## src/rtl/nbcac_13di_decoder_seq.sv

```systemverilog
// Sequential NBCAC 13-bit decoder: accumulates one weighted codeword bit per clock.
// Optional range flag on the final sum is enabled by defining NBCAC_DEC_RANGE_CHK_EN.
module nbcac_13di_decoder_seq (
   input  logic        clk,
   input  logic        rst_n,
   input  logic        in_valid,
   output logic        in_ready,
   input  logic [18:1] d_in,
   output logic        out_valid,
   input  logic        out_ready,
   output logic [12:0] v_out,
   output logic        err
);

   typedef enum logic [1:0] {IDLE, ACC, DONE} state_t;

   state_t      state, state_nxt;
   logic [18:1] d_reg;
   logic [13:0] acc;
   logic [13:0] acc_nxt;
   logic [4:0]  k;

   function automatic logic [11:0] weight(input logic [4:0] idx);
      case (idx)
         5'd1:    weight = 12'd1;
         5'd2:    weight = 12'd3194;
         5'd3:    weight = 12'd1974;
         5'd4:    weight = 12'd1220;
         5'd5:    weight = 12'd754;
         5'd6:    weight = 12'd466;
         5'd7:    weight = 12'd288;
         5'd8:    weight = 12'd178;
         5'd9:    weight = 12'd110;
         5'd10:   weight = 12'd68;
         5'd11:   weight = 12'd42;
         5'd12:   weight = 12'd26;
         5'd13:   weight = 12'd16;
         5'd14:   weight = 12'd10;
         5'd15:   weight = 12'd6;
         5'd16:   weight = 12'd4;
         5'd17:   weight = 12'd2;
         5'd18:   weight = 12'd2;
         default: weight = 12'd0;
      endcase
   endfunction

   always_comb begin
      acc_nxt = acc;
      if (d_reg[k])
         acc_nxt = acc + {2'b00, weight(k)};
   end

   // Handshake outputs depend on state only, never on the opposite handshake input.
   always_comb begin
      state_nxt = state;
      in_ready  = 1'b0;
      out_valid = 1'b0;
      case (state)
         IDLE: begin
            in_ready = 1'b1;
            if (in_valid)
               state_nxt = ACC;
         end
         ACC: begin
            if (k == 5'd18)
               state_nxt = DONE;
         end
         DONE: begin
            out_valid = 1'b1;
            if (out_ready)
               state_nxt = IDLE;
         end
         default: state_nxt = IDLE;
      endcase
   end

   always_ff @(posedge clk or negedge rst_n) begin
      if (!rst_n) begin
         state <= IDLE;
         d_reg <= '0;
         acc   <= '0;
         k     <= '0;
      end else begin
         state <= state_nxt;
         case (state)
            IDLE: begin
               if (in_valid) begin
                  d_reg <= d_in;
                  acc   <= '0;
                  k     <= 5'd1;
               end
            end
            ACC: begin
               acc <= acc_nxt;
               k   <= k + 5'd1;
            end
            default: ;
         endcase
      end
   end

   // acc is frozen in DONE, so the output word is stable until the handshake.
   assign v_out = acc[12:0];

`ifdef NBCAC_DEC_RANGE_CHK_EN
   logic err_reg;

   always_ff @(posedge clk or negedge rst_n) begin
      if (!rst_n) begin
         err_reg <= 1'b0;
      end else if (state == ACC && k == 5'd18) begin
         err_reg <= (acc_nxt > 14'd8191);
      end else if (state == DONE && out_ready) begin
         err_reg <= 1'b0;
      end
   end

   assign err = err_reg;
`else
   assign err = 1'b0;
`endif

endmodule
```

## config.mk

```make
export PLATFORM = sky130hd
export DESIGN_NAME = nbcac_13di_decoder_seq
export DESIGN_NICKNAME = d
export VERILOG_FILES = /design/src/rtl/nbcac_13di_decoder_seq.sv
export SDC_FILE = /design/constraint.sdc
export NUM_CORES = 1
export LEC_CHECK = 0
export ABC_AREA = 1
export BUFFER_PORTS_ARGS = -buffer_cell sky130_fd_sc_hd__buf_2
export CAP_MARGIN = 20
export CORE_UTILIZATION = 30
export CTS_CLUSTER_SIZE = 16
export DETAILED_ROUTE_END_ITERATION = 16
export PLACE_DENSITY = 0.48
export SLEW_MARGIN = 10
export SYNTH_ARGS = -nofsm -noshare
export SYNTH_HDL_FRONTEND = slang
export SYNTH_SLANG_ARGS = --single-unit
```

## constraint.sdc

```tcl
create_clock -name clk -period 3.7 [get_ports clk]
set_input_delay 0.74 -clock clk [delete_from_list [all_inputs] [get_ports clk]]
set_output_delay 0.74 -clock clk [all_outputs]
set_load 0.02 [all_outputs]
```

# Word-level counts from Yosys, hierarchy flattened
# Memory sizes are Yosys's and may differ from the RTL's.
# Index checks and enable logic that the tools add are counted.
# totals
out_inout_bits	16
rom_bits	384
elab_cells	35
inputBits	22
n_memories	1
regBits	39
# memory_table
memory	depth	width	rd	rd_clocked_by_memory_dff	wr	line_no	rtl
(name not given)	32	12	1	0	0	24	case (idx)
# classes
mux	14
add_sub_neg	2
n_reduce_logical	6
eq_ne	7
order_cmp	1
# op_table
cell	n
2-to-1 mux 14 bit	2
case mux 14 bit (2 select lines)	1
adder 14 x 12 -> 14 bit	1
2-to-1 mux 12 bit	1
case mux 5 bit (2 select lines)	1
inequality test 2 bit, second input constant	4
less-than comparator 5 x 6 -> 1 bit, second input constant	1
2-to-1 mux 2 bit	3
case mux 2 bit (3 select lines)	1
AND reduction 3 bit	2
adder 5 x 1 -> 5 bit, second input constant	1
binary-select mux 1 bit (select 5 bit)	1
== test 5 bit, second input constant	1
2-to-1 mux 5 bit	1
AND reduction 2 bit	2
2-to-1 mux 1 bit	3
== test 2 x 1 -> 1 bit, second input constant	1
== test 2 bit, second input constant	1
logical NOT 2 bit	1
nonzero test 2 bit	1

# Longest topological paths before layout
# Gate-level depths: netlist (run 1).
# depth
ltp_word	6
mapped_depth	19
ltp_nobuf	18

# Worst setup path before layout (run 1)
# Ideal clock, no wire load.
# synth_path
path_kind	reg-to-reg
from	register k[0]
to	register acc[8]
n_path_buf	1
synth_period_minus_slack_ps	2637
t_required_ps	3585
slack_ps	1063
path_stages_with_launch	16
setup_ps	115
t_arrival_ps	2521
cell_sequence	dfrtp_1 > inv_2 > buf_6 > ha_1 > inv_1 > a21oi_1 > o21ai_0 > o21ai_0 > fa_1 > nand3_1 > nand3_1 > a21oi_1 > xor2_1 > inv_1 > nand3_1 > nand2_2
# synth_via
elab_chain_len	5
word_cells_on_any_way	9
classes_between	add/sub (1); eq/ne (1); mux (5); reduce/logical (1); memory (1)
# synth_rtl
element	line_no	rtl
start, declared	21	logic [4:0] k;
start signal, assigned	95	k <= k + 5'd1;
memory read (32 x 12 bit)	-	
2-to-1 mux 12 bit	49	if (d_reg[k])
adder 14 x 12 -> 14 bit	50	acc_nxt = acc + {2'b00, weight(k)};
2-to-1 mux 14 bit	49	
case mux 14 bit (2 select lines)	85	case (state)
end signal, assigned	94	acc <= acc_nxt;
end, declared	19	logic [13:0] acc;
# Parallel ways exist; a longest one is shown, timed or not. The select of a mux whose other input is x is not followed.
# A chain may end at the register's enable or synchronous reset.

# Worst setup path after layout (run 1)
# Ends and elaborated chain as after synthesis.

==> results of run 1 <==
## layout make-up
class	count	area, sq um
clock inverter	2	12.5
fill	1027	6040
clock buffer	6	82.6
timing repair buffer	37	188
multi-input combinational	302	1680
inverter	55	209
tap	129	161
sequential	38	951
## layout by cell type, fill, tap and decap left out, types with 5 or more instances in the layout
master      n
buf_2      36
nand2_2    11
nand4_1     5
clkbuf_8    6
nand2_4    12
nor2_2      5
ha_1       19
a21oi_1    10
nand3_1    35
dfrtp_1    38
xnor2_1     6
nand2_1   113
o21ai_0    24
inv_1      49
nor2_1     38
## per-layer routing
layer / wire (um) / global-route usage
met1: 3500 / 0.203
met2: 3420 / 0.267
met3: 267 / 0.0284
met4: 168 / 0.0602
met5: 0 / 0
## per-stage QoR
stage	area [sq um]	worst slack, ns	hold slack, ns	utilization	std cells
after floorplan	2920	1.06	0.444	-	406
after global placement	3190	0.793	0.482	0.342	561
after detailed placement	3190	0.717	0.484	0.342	561
after CTS	3290	0.674	0.507	0.352	569
after global routing	3290	0.363	0.519	0.352	569
final	3290	0.672	0.493	0.352	569
## cells by family after synthesis
kind of cell / after synthesis / share of synthesized area
xor gates and xnor gates: 7 / 0.0210
other: 1 / 0.00129
and+or+nand+nor: 228 / 0.377
DFF: 38 / 0.326
adders and majority gates: 20 / 0.0884
AOI/OAI and AO/OA: 46 / 0.0892
buffers and inverters: 66 / 0.0974
## worst max path at each step
stage	cells after the start	endpoint	slack, ns
4_1_cts	14	acc[8]	0.67
3_3_place_gp	14	acc[8]	0.79
2_1_floorplan	15	acc[8]	1.06
3_5_place_dp	14	acc[8]	0.72
5_1_grt	14	acc[8]	0.36
6_report	14	acc[8]	0.67
## tightest hold or removal path: stages, from the launching register on
cell and delay [ns]:
dfrtp_1 0.36, nand2_1 0.06, nand2_1 0.05
==> qor.yml, run 1 <==
reg2reg_slack_ns: 0.67
post_cts_resized: 0
die_w_um: 101
reg2reg_from: "k[0]"
grt_overflow: 0
cts_hold_buffers: 0
dieArea_sq_um: 10100
crit_start: "k[0]"
yosys_warnings: 0
grt_pass1_vias: 2582
synthTopCellsByCount: "113 x nand2_1, 49 x inv_1, 38 x dfrtp_1, 38 x nor2_1, 35 x nand3_1"
synth_ff_type: "dfrtp_1"
maxCapViolations: 0
coreArea_sq_um: 9330
dp_hpwl_mm: 5.57
rsz0062_at_grt: "no"
slew-limit-headroom: 0.398
min_period_ns: 3.03
clk_path_buf_depth: 2
cts-htree-levels: 2
drt_pre_antenna_iters: 4
largest_register_ff_count: 18
grt_max_degree: 39
path_max_fanout: 15
seq_area_frac_synth: 0.326
async_reset_ff_frac: 1.00
cp_slowest_cell: "dfrtp_1"
hold_viol: 0
run_status: "finished, final reports clean"
min_period_over_period: 0.818
yosysMostFrequentCell: "nand2_1"
antenna_found_initial: 0
drc: 0
hp-start: "d_reg[1]"
holdPathEnd: "d_reg[1]"
path_buf_inv: 3
via_per_inst: 4.60
die_y_um: 101
final-max-slew-violation-count: 0
via_count: 2616
grt_usage: 0.159
crit_chain: "inv_2 -> ha_1 -> inv_1 -> a21oi_1 -> o21ai_0 -> o21ai_0 -> fa_1 -> nand3_1 -> nand3_1 -> a21oi_1 -> xor2_1 -> inv_1 -> nand3_1 -> nand2_2"
max_stage_delay_ns: 0.67
grt_pass1_wl_mm: 12.4
worstHoldPathType: "reg -> reg"
clock_skew_ns: 0.00466
critPathLaunchType: "register"
fmax_ghz: 0.330
post_drt_wl_per_cell_um: 12.9
synth-edff-count: 0
ys_ff_latch: 38
ant_nets: 0
reg2reg_to: "acc[8]"
clk_latency_ns: 0.30
antenna_cells: 0
initialDrtViolationCount: 155
clockRootBuffer: "clkbuf_8"
synth_top_area_share: 0.326
post_cts_buffers: 0
worstSetupPathType: "reg -> reg"
hold_depth: 2
r2r_cells: 14
tns_ns: 0
syn-cell-area_sq_um: 2920
syn_avg_cell_area_sq_um: 7.18
yosysUniqueCellTypes: 38
clk_pin_slew_ns: 0.09
ioPinCount: 38
worst_pin_slew_ns: 0.903
synthCells: 406
clkSinkCount: 38
worstPathRequired_ns: 3.90
synth_nets: 448
drive_gt1_frac: 0.202
tritoncts: "built"
cp_top_family: "adder cells"
syn_to_final_growth_pct: 12.7
rows: 35
cts_made_buffers: 5
setup_viol: 0
start_util: 0.313
io_buffers: 36
yosysTopAreaCell: "dfrtp_1"
critical_path.most_common_cell: "nand3_1"
arrival_ns: 3.23
yosys-top-cells-area: "dfrtp_1 33%, nand2_1 15%, ha_1 8.2%"
nets: 481
end_kind: "register"
gp_congestion: 0.828
drt_wl_total_mm: 7.35
Power of run 1 is left out: the tool's default activity adds up to more than one toggle a clock period on the data nets, which glitch-free logic cannot reach.
==> inputs of run 2 (changes only) <==
clock period = 3.15 ns   (was 3.7 ns; I/O delays follow)
==> qor.yml, run 2 (synthesis results as in run 1) <==
ant_nets: 0
grt_usage: 0.159
routed.top_layer: "met4"
die_y_um: 101
routed-wl-met3_um: 245
gp_congestion: 0.854
worstSetupPathType: "reg -> reg"
maxCapViolations: 0
rows: 35
rsz0062_at_grt: "no"
min_period_ns: 2.68
worst_pin_slew_ns: 0.920
slew-limit-headroom: 0.387
initialDrtViolationCount: 102
grt_max_degree: 39
post_cts_resized: 0
drt_pre_antenna_iters: 4
tns_ns: 0
grt_pass1_vias: 2575
layout_common_cells: "113 x nand2_1, 49 x inv_1, 38 x nor2_1, 38 x dfrtp_1, 36 x buf_2"
num-fill-cells: 1018
reg2reg_slack_ns: 0.47
antenna_cells: 0
antenna_found_initial: 0
post_drt_wl_per_cell_um: 12.7
grt_overflow: 0
arrival_ns: 2.87
wl_met1_mm: 3.51
min_period_over_period: 0.851
worstPathRequired_ns: 3.34
cts_made_buffers: 5
final_common_cell: "nand2_1"
nets: 485
drc: 0
hold_viol: 0
met2_length_mm: 3.43
clk_path_buf_depth: 2
clockRootBuffer: "clkbuf_8"
largest_register_ff_count: 18
critPathLaunchType: "register"
via_count: 2574
syn_to_final_growth_pct: 13.7
clk_latency_ns: 0.30
grt_pass1_wl_mm: 12.5
cts-htree-levels: 2
via_per_inst: 4.49
dieArea_sq_um: 10100
ioPinCount: 38
final-max-slew-violation-count: 0
clkSinkCount: 38
tritoncts: "built"
post_cts_buffers: 0
dp_hpwl_mm: 5.61
drt_wl_total_mm: 7.26
drive_gt1_frac: 0.209
multi_input_area_sq_um: 1680
setup_viol: 0
cts_hold_buffers: 0
end_kind: "register"
clock_skew_ns: 0.00596
coreArea_sq_um: 9330
die_w_um: 101
run_status: "finished, final reports clean"
worstHoldPathType: "in -> async"
start_util: 0.313
path_max_fanout: 5
regArea_sq_um: 951
io_buffers: 36
clk_pin_slew_ns: 0.08
fmax_ghz: 0.373
[run 2: area by class of cell]
cell class,instances,area share
Multi-Input combinational cell,302,0.507
Sequential cell,38,0.287
Timing Repair Buffer,41,0.0657
Inverter,55,0.0630
Tap cell,129,0.0487
Clock buffer,6,0.0249
Clock inverter,2,0.00377
[run 2: through the flow]
step                      setup WS (ns)  instances  hold WS (ns)  cell area, sq um   util
after CTS                         0.457        573         0.486              3320  0.355
final                             0.470        573         0.461              3320  0.355
after global placement            0.528        565         0.488              3220  0.345
after global routing              0.175        573         0.518              3320  0.355
after floorplan                   0.513        406         0.334              2920      -
after detailed placement          0.476        565         0.479              3220  0.345
[run 2: worst paths after layout]
check                          from       end  cells past startpoint
min in group clk           d_reg[1]  d_reg[1]                      2
min reg2reg                d_reg[1]  d_reg[1]                      2
min                           rst_n    acc[1]                      1
max reg2reg                    k[1]    acc[8]                     14
max in group asynchronous     rst_n  state[1]                      1
max                            k[1]    acc[8]                     14
[run 2: layer usage]
| metal | track usage | vias to the layer above |
|---|---|---|
| li1 | - | 1358 |
| met1 | 0.208 | 1162 |
| met2 | 0.265 | 48 |
| met3 | 0.0354 | 6 |
| met4 | 0.0424 | 0 |
| met5 | 0 | - |
[run 2: critical path: stages, from the launching register on]
cell and delay (ns):
dfrtp_1 0.39, inv_2 0.10, ha_1 0.23, inv_1 0.10, a21oi_1 0.07, o21ai_0 0.21, o21ai_0 0.19, fa_1 0.51
nand3_1 0.11, nand3_1 0.13, a21oi_1 0.19, xor2_1 0.16, inv_1 0.06, nand3_1 0.08, nand2_2 0.06
Power of run 2 is left out for the same reason.
==> inputs of run 3 (changes only) <==
PLACE_DENSITY = 0.5   (was 0.48)
clock period = 2.29 ns   (was 3.15 ns; I/O delays follow)
==> qor.yml, run 3 (synthesis results as in run 1) <==
post_drt_wl_per_cell_um: 13.0
min_period_ns: 2.35
nets: 531
io_buffers: 36
worstSetupPathType: "reg -> reg"
dp_hpwl_mm: 6.12
cts-htree-levels: 2
path_buf_inv: 3
end_kind: "register"
worstHoldPathType: "in -> async"
violations: "negative setup slack"
ant_nets: 0
grt_overflow: 0
drt_wl_total_mm: 8.03
cts_made_buffers: 5
ioPinCount: 38
arrival_ns: 2.55
gp_congestion: 0.920
clk_path_buf_depth: 2
drive_gt1_frac: 0.437
largest_register_ff_count: 18
die_y_um: 101
grt_pass1_vias: 2777
drc: 0
layout_common_cells: "95 x nand2_1, 50 x buf_4, 43 x inv_1"
hold_viol: 0
run_status: "complete, but fails checks"
fmax_ghz: 0.425
drt_pre_antenna_iters: 4
start_util: 0.313
max_stage_delay_ns: 0.43
multi_input_area_sq_um: 2020
num-fill-cells: 975
coreArea_sq_um: 9330
rsz0062_at_grt: "yes"
clk_pin_slew_ns: 0.08
antenna_cells: 0
final_common_cell: "nand2_1"
path_max_fanout: 4
syn_to_final_growth_pct: 39.1
die_w_um: 101
min_period_over_period: 1.03
via_per_inst: 4.53
grt_usage: 0.173
setup_viol: 6
clkSinkCount: 38
slew-limit-headroom: 0.636
via_count: 2806
maxCapViolations: 0
rows: 35
clock_skew_ns: 0.00406
worstPathRequired_ns: 2.49
clockRootBuffer: "clkbuf_8"
crit_chain: "buf_4 -> ha_1 -> inv_2 -> nor2_1 -> ha_1 -> fa_2 -> nand3_2 -> nand3_4 -> a21oi_2 -> xor2_1 -> inv_1 -> nand3_2 -> nand2_2"
tritoncts: "built"
final-max-slew-violation-count: 0
regArea_sq_um: 953
critPathLaunchType: "register"
setup_ws_ns: -0.0624
worst_pin_slew_ns: 0.547
cp_top_family: "adder cells"
hold_ws_ns: 0.130
clk_latency_ns: 0.30
antenna_found_initial: 0
grt_max_degree: 33
dieArea_sq_um: 10100
cp_slowest_cell: "dfrtp_1"
initialDrtViolationCount: 89
grt_pass1_wl_mm: 13.6
-- run 3: cell types whose count changed in the layout (fill, tap and decap cells not counted), sizes merged --
cell      change
buf          +46
bufinv        +2
clkinv        -1
clkinvlp      -1
-- run 3: area by class of cell --
type	count	share of cell area
Clock buffer	6	0.0204
Multi-Input combinational cell	302	0.498
Sequential cell	38	0.235
Tap cell	129	0.0398
Inverter	55	0.0521
Clock inverter	2	0.0148
Timing Repair Buffer	87	0.140
-- run 3: path summary, 6_finish.rpt --
| kind | to | slack (ns) | cells past startpoint | startpoint |
|---|---|---|---|---|
| setup / recovery | acc[8] | -0.06 | 13 | k[0] |
| hold / removal | acc[1] | 0.13 | 1 | rst_n |
| setup reg to reg | acc[8] | -0.06 | 13 | k[0] |
| hold reg to reg | d_reg[1] | 0.50 | 2 | d_reg[1] |
| max in group asynchronous | d_reg[1] | 1.53 | 2 | rst_n |
| min in group clk | state[1] | 0.35 | 2 | out_ready |
-- run 3: what timing repair did --
action | in CTS | in global routing
hold buffers | 0 | 0
hold endpoints to repair | 0 | 0
resized for setup | 34 | 47
buffers inserted | 5 | 3
pin swaps | 15 | 24
setup endpoints to repair | 10 | 11
-- run 3: per-stage QoR --
stage | utilization | worst slack, ns | instances | instance area (sq um) | setup TNS, ns
5_1_grt | 0.435 | -0.194 | 619 | 4060 | -1.35
3_5_place_dp | 0.379 | -0.190 | 603 | 3540 | -1.29
4_1_cts | 0.414 | -0.0135 | 616 | 3860 | -0.0351
2_1_floorplan | - | -0.0353 | 406 | 2950 | -0.0353
6_report | 0.435 | -0.0624 | 619 | 4060 | -0.103
3_3_place_gp | 0.379 | -0.115 | 603 | 3540 | -0.652
-- run 3: layer usage --
layer	vias to the layer above	wire, um	global-route usage	share of wire
li1	1449	-	-	-
met1	1287	3730	0.217	0.46
met2	56	3910	0.310	0.49
met3	14	243	0.0257	0.030
met4	0	144	0.0401	0.018
met5	-	0	0	0
Power of run 3 is left out for the same reason.
